[src/rtl/cc_miss_scheduler.sv]
// Line-fill scheduler: pops one cache miss at a time and issues one AXI wrap burst per miss.
// FIFO non-empty to arvalid is 1 cycle; AR is held until arready, and pops stall at the outstanding limit.
module cc_miss_scheduler #(
  parameter int MAX_OUTSTANDING = 4,
  parameter int BURST_BEATS     = 8
) (
  input  logic        clk,
  input  logic        rst_n,
  input  logic        cfg_enable_i,
  input  logic [3:0]  cfg_max_outstanding_i,
  input  logic        err_clr_i,
  input  logic        miss_req_fifo_empty_i,
  input  logic [31:0] miss_req_fifo_rdata_i,
  output logic        miss_req_fifo_rden_o,
  output logic [3:0]  mem_arid_o,
  output logic [31:0] mem_araddr_o,
  output logic [3:0]  mem_arlen_o,
  output logic [2:0]  mem_arsize_o,
  output logic [1:0]  mem_arburst_o,
  output logic        mem_arvalid_o,
  input  logic        mem_arready_i,
  input  logic        mem_rvalid_i,
  input  logic        mem_rready_i,
  input  logic        mem_rlast_i,
  input  logic [1:0]  mem_rresp_i,
  output logic [3:0]  outstanding_o,
  output logic        busy_o,
  output logic        err_o
);
  localparam int            BW        = (BURST_BEATS > 1) ? $clog2(BURST_BEATS) : 1;
  localparam logic [BW-1:0] LAST_BEAT = BW'(BURST_BEATS - 1);
  localparam logic [3:0]    MAX_LIM   = 4'(MAX_OUTSTANDING);

  typedef enum logic {IDLE, ISSUE} state_t;

  state_t        state, state_nxt;
  logic [3:0]    lim;
  logic [BW-1:0] beat_cnt;
  logic          ar_hs, beat, stray, beat_ok, retire, err_set;

  assign mem_arid_o    = 4'h0;
  assign mem_arlen_o   = 4'(BURST_BEATS - 1);
  assign mem_arsize_o  = 3'b011;
  assign mem_arburst_o = 2'b10;

  // A programmed limit of zero would deadlock the fill path, so it behaves as one.
  always_comb begin
    lim = cfg_max_outstanding_i;
    if (cfg_max_outstanding_i == 4'd0)
      lim = 4'd1;
    else if (cfg_max_outstanding_i > MAX_LIM)
      lim = MAX_LIM;
  end

  always_comb begin
    state_nxt            = state;
    miss_req_fifo_rden_o = 1'b0;
    mem_arvalid_o        = 1'b0;
    case (state)
      IDLE: begin
        if (cfg_enable_i && !miss_req_fifo_empty_i && (outstanding_o < lim)) begin
          miss_req_fifo_rden_o = 1'b1;
          state_nxt            = ISSUE;
        end
      end
      ISSUE: begin
        mem_arvalid_o = 1'b1;
        if (mem_arready_i)
          state_nxt = IDLE;
      end
      default: state_nxt = IDLE;
    endcase
  end

  assign ar_hs   = mem_arvalid_o && mem_arready_i;
  assign beat    = mem_rvalid_i && mem_rready_i;
  // A beat with nothing in flight is flagged and otherwise dropped, so the count never underflows.
  assign stray   = beat && (outstanding_o == 4'd0);
  assign beat_ok = beat && !stray;
  assign retire  = beat_ok && mem_rlast_i;
  assign err_set = stray ||
                   (beat_ok && ((mem_rresp_i != 2'b00) ||
                                (mem_rlast_i && (beat_cnt != LAST_BEAT)) ||
                                (!mem_rlast_i && (beat_cnt == LAST_BEAT))));

  assign busy_o = (state != IDLE) || (outstanding_o != 4'd0);

  always_ff @(posedge clk or negedge rst_n) begin
    if (!rst_n) begin
      state         <= IDLE;
      mem_araddr_o  <= 32'h0;
      outstanding_o <= 4'd0;
      beat_cnt      <= '0;
      err_o         <= 1'b0;
    end else begin
      state <= state_nxt;
      // Critical word first: keep the requested 8-byte word, the wrap burst covers the line.
      if (miss_req_fifo_rden_o)
        mem_araddr_o <= miss_req_fifo_rdata_i & ~32'h7;
      if (ar_hs && !retire)
        outstanding_o <= outstanding_o + 4'd1;
      else if (retire && !ar_hs)
        outstanding_o <= outstanding_o - 4'd1;
      if (beat_ok)
        beat_cnt <= mem_rlast_i ? '0 : beat_cnt + 1'b1;
      if (err_set)
        err_o <= 1'b1;
      else if (err_clr_i)
        err_o <= 1'b0;
    end
  end
endmodule

[config.mk]
export PLATFORM = sky130hd
export DESIGN_NAME = cc_miss_scheduler
export DESIGN_NICKNAME = d
export VERILOG_FILES = /design/src/rtl/cc_miss_scheduler.sv
export SDC_FILE = /design/constraint.sdc
export NUM_CORES = 1
export LEC_CHECK = 0
export BUFFER_PORTS_ARGS = -buffer_cell sky130_fd_sc_hd__clkbuf_2
export CAP_MARGIN = 40
export CORE_ASPECT_RATIO = 1.1
export CORE_UTILIZATION = 46
export CTS_BUF_LIST = sky130_fd_sc_hd__clkbuf_4 sky130_fd_sc_hd__clkbuf_8
export DETAILED_ROUTE_END_ITERATION = 16
export GPL_ROUTABILITY_DRIVEN = 0
export MAX_ROUTING_LAYER = met4
export PLACE_DENSITY = 0.82
export REMOVE_ABC_BUFFERS = 1
export SYNTH_ARGS = -nofsm -noshare
export SYNTH_HDL_FRONTEND = slang
export SYNTH_SLANG_ARGS = --single-unit
[constraint.sdc]
create_clock -name clk -period 3.3 [get_ports clk]
set_input_delay 0.33 -clock clk [delete_from_list [all_inputs] [get_ports clk]]
set_output_delay 0.33 -clock clk [all_outputs]
set_load 0.005 [all_outputs]
==> flow_metrics.py <==
metrics = {
    "run_status": {
        "status": "completed",
    },
    "worst_setup_path": {
        "crit_path_frequent_cell": "sky130_fd_sc_hd__ha_1",
        "critPathArrivalTime_ps": 2710,
        "criticalPathCategory": "reg2reg",
        "cp-end-kind": "flip-flop",
        "critical_path.n_buffers_inverters": 2,
        "path_cells": "nor4_1, buf_4, nor2_1, nand2_1, ha_1, inv_1, ha_1, a21o_1, a2111oi_0, o31ai_1",
        "slowest_stage": "sky130_fd_sc_hd__dfrtp_1",
        "reg2reg_from": "outstanding_o[0]",
        "cp-startpoint": "outstanding_o[0]",
        "start_kind": "flip-flop",
        "timing.critical_path.slowest_cell_delay_ps": 500,
        "timing.critical_path.required_ps": 3460,
        "critical-path-top-delay-family": "compound AO/OA/AOI/OAI gates",
        "worstPathMaxFanout": 6,
    },
    "global_route": {
        "global_route_wire_length_before_repair_mm": 5.382,
        "groute.usage.overall": 0.1693,
        "maximum_number_of_pins_on_one_net_before_global_route_repair": 23,
        "vias_in_the_first_global_route": 1250,
        "grt_remaining_overflow": 0,
        "antenna_found_initial": 0,
    },
    "logic_synthesis": {
        "synth.most_common_cell": "sky130_fd_sc_hd__dfrtp_1",
        "synthDistinctLibCells": 29,
        "syn_area_mm2": 0.001858,
        "post_synth_most_frequent_cells": "sky130_fd_sc_hd__dfrtp_1 (38), sky130_fd_sc_hd__mux2_2 (29), sky130_fd_sc_hd__buf_4 (16), sky130_fd_sc_hd__ha_1 (8), sky130_fd_sc_hd__nand2_1 (8)",
        "seq_area_frac_synth": 0.5118,
        "synth_area_per_cell_um2": 12.81,
        "synth_ff_type": "sky130_fd_sc_hd__dfrtp_1",
        "synth.yosys.warnings": 0,
        "synthCells": 145,
        "register_bit_count_reported_by_yosys": 38,
        "synth_area_leaders": "sky130_fd_sc_hd__dfrtp_1 (51%), sky130_fd_sc_hd__mux2_2 (18%), sky130_fd_sc_hd__buf_4 (6.5%), sky130_fd_sc_hd__ha_1 (5.4%), sky130_fd_sc_hd__buf_6 (1.8%)",
        "share_of_synthesized_flip_flops_with_an_asynchronous_set_or_reset": 1.000,
        "synth_largest_area_cell": "sky130_fd_sc_hd__dfrtp_1",
        "post-synth-top-area-fraction": 0.5118,
        "synth_edf_count": 0,
    },
    "sta": {
        "min_period_over_period": 0.7755,
        "timing.final.hold_violations": 0,
        "setup_viol": 0,
        "fin_crit_ps": 2559,
        "fin_ws_ps": 740.8,
        "finalClockSkew_ps": 2.770,
        "max_freq_ghz": 0.3907,
        "setup_repair_after_global_routing_missed_its_margin": "false",
        "timing.setup.tns_ps": 0,
        "worst_slew_pin_slew_ps": 590.1,
        "max_slew_margin_vs_limit": 0.6066,
        "finalMaxSlewViolations": 0,
    },
    "place": {
        "place_ws_ps": 753.1,
        "detailedPlacementHpwl_mm": 2.638,
        "portBuffers": 80,
    },
    "die": {
        "floorplan.die_area_mm2": 0.004297,
        "initial_utilization": 0.4967,
        "chipWidth_um": 62.60,
        "num_io_pins": 100,
        "floorplan.rows": 23,
        "coreArea_mm2": 0.003741,
        "die_height_um": 68.66,
    },
    "clock_network": {
        "cts_max_path_buffers": 2,
        "post_cts.repair.setup_buffers": 0,
        "cts_root_buf": "sky130_fd_sc_hd__clkbuf_8",
        "cts.clk_slew.worst_paths_ps": 70,
        "cts_buffers": 5,
        "clkSinkCount": 38,
        "cts.repair.resized": 0,
        "hold_buffers": 0,
        "cts-htree-levels": 2,
        "insertion_delay_to_the_later_sink_of_the_worst_skew_pair_ps": 280,
        "cts_tree": "built",
    },
    "detailed_routing": {
        "met2_wirelength_mm": 1.497,
        "detailroute.wirelength.met3_um": 303,
        "drt-vias-per-instance": 4.694,
        "drt_first_iter_violations": 31,
        "drcViolationCount": 0,
        "met1Wirelength_mm": 1.403,
        "detail_route.wl_per_cell_um": 11.52,
        "top_layer": "met4",
        "overall_via_count_from_detail_route": 1319,
        "drt_first_pass_iters": 4,
        "final_antenna_net_count": 0,
        "drt-total-wl_mm": 3.238,
    },
    "power": {
        "cellPowerDensity_mw_per_mm2": 811.3,
        "post-layout-total-power_mw": 1.923,
        "peakVddDrop_uv": 412.0,
        "p_leak_nw": 1.216,
    },
    "finish": {
        "drive_gt1_frac": 0.5281,
        "syn2layout_area_growth_pct": 27.54,
        "n_antenna_cell": 0,
        "finish.net_count": 286,
    },
    "min_path": {
        "hold_class": "in2async",
    },
    "flow_run": {
        "max_cap_check_violation_count": 0,
    },
}
flip-flops by register name, indices dropped and copies added (netlist names):
signal,flops
outstanding_o,4
state,1
beat_cnt,3
err_o,1
mem_araddr_o,29
layer usage:
metal / vias to the layer above / track usage
met4: 0 / 0.06395
met3: 5 / 0.05263
li1: 639 / -
met2: 80 / 0.2840
met1: 595 / 0.1932
met5: - / -
area by class of cell:
cell class	instances	area (um2)
fill	309	1371
inverter	3	11.26
clock buffer	6	82.58
tap	50	62.56
multi-input combinational	99	794.5
sequential	38	950.9
clock inverter	2	12.51
timing repair buffer	83	455.4
cell usage in the layout (no fill, tap or decap):
cell / n
sky130_fd_sc_hd__a2111oi_0: 1
sky130_fd_sc_hd__a21o_1: 2
sky130_fd_sc_hd__a21oi_1: 1
sky130_fd_sc_hd__a31oi_4: 1
sky130_fd_sc_hd__and2_1: 1
sky130_fd_sc_hd__buf_12: 1
sky130_fd_sc_hd__buf_16: 1
sky130_fd_sc_hd__buf_4: 1
sky130_fd_sc_hd__clkbuf_2: 80
sky130_fd_sc_hd__clkbuf_8: 6
sky130_fd_sc_hd__clkinv_2: 1
sky130_fd_sc_hd__clkinvlp_4: 1
sky130_fd_sc_hd__conb_1: 17
sky130_fd_sc_hd__dfrtp_1: 38
sky130_fd_sc_hd__fa_1: 1
sky130_fd_sc_hd__ha_1: 8
sky130_fd_sc_hd__inv_1: 3
sky130_fd_sc_hd__mux2_1: 2
sky130_fd_sc_hd__mux2_2: 29
sky130_fd_sc_hd__mux2i_1: 1
sky130_fd_sc_hd__nand2_1: 8
sky130_fd_sc_hd__nand2b_1: 2
sky130_fd_sc_hd__nand3b_1: 2
sky130_fd_sc_hd__nand4b_1: 1
sky130_fd_sc_hd__nor2_1: 6
sky130_fd_sc_hd__nor3_1: 4
sky130_fd_sc_hd__nor4_1: 2
sky130_fd_sc_hd__o21ai_0: 4
sky130_fd_sc_hd__o22ai_1: 1
sky130_fd_sc_hd__o31ai_1: 1
sky130_fd_sc_hd__or4b_4: 1
sky130_fd_sc_hd__xnor2_1: 2
sky130_fd_sc_hd__xor2_1: 1
logic make-up (layout without fill, tap and decap cells):
family | Yosys count | in the layout | synth area share
compound gates | 11 | 11 | 0.04512
buf+inv | 23 | 94 | 0.09091
flops | 38 | 38 | 0.5118
mux | 32 | 32 | 0.1933
fa+ha+maj | 9 | 9 | 0.06465
other cells | 2 | 17 | 0.004042
simple gates | 27 | 27 | 0.07609
xor+xnor | 3 | 3 | 0.01414
report_power, final:
group	internal [mW]	leakage, nW	switching (mW)
clock	0.168	0.0472	0.156
combinational	0.448	0.713	0.316
sequential	0.692	0.456	0.144
worst paths after layout:
check | to | slack, ps | depth (start not counted)
min in group clk | err_o | 240 | 2
worst min-delay path | mem_araddr_o[9] | 40 | 1
worst max register to register | outstanding_o[3] | 740 | 10
max in group asynchronous | outstanding_o[0] | 2780 | 2
worst min register to register | mem_araddr_o[18] | 490 | 1
worst max-delay path | outstanding_o[3] | 740 | 10
stage by stage:
stage	std cells	util	cell area, um2	hold slack, ps
4_1_cts	281	0.6334	2370	43.83
5_1_grt	281	0.6334	2370	69.92
2_1_floorplan	140	-	1757	34.41
3_5_place_dp	273	0.6080	2275	356.5
3_3_place_gp	272	0.6007	2247	468.5
6_report	281	0.6334	2370	35.66
Note: power is estimated with default switching activity, not from simulation.
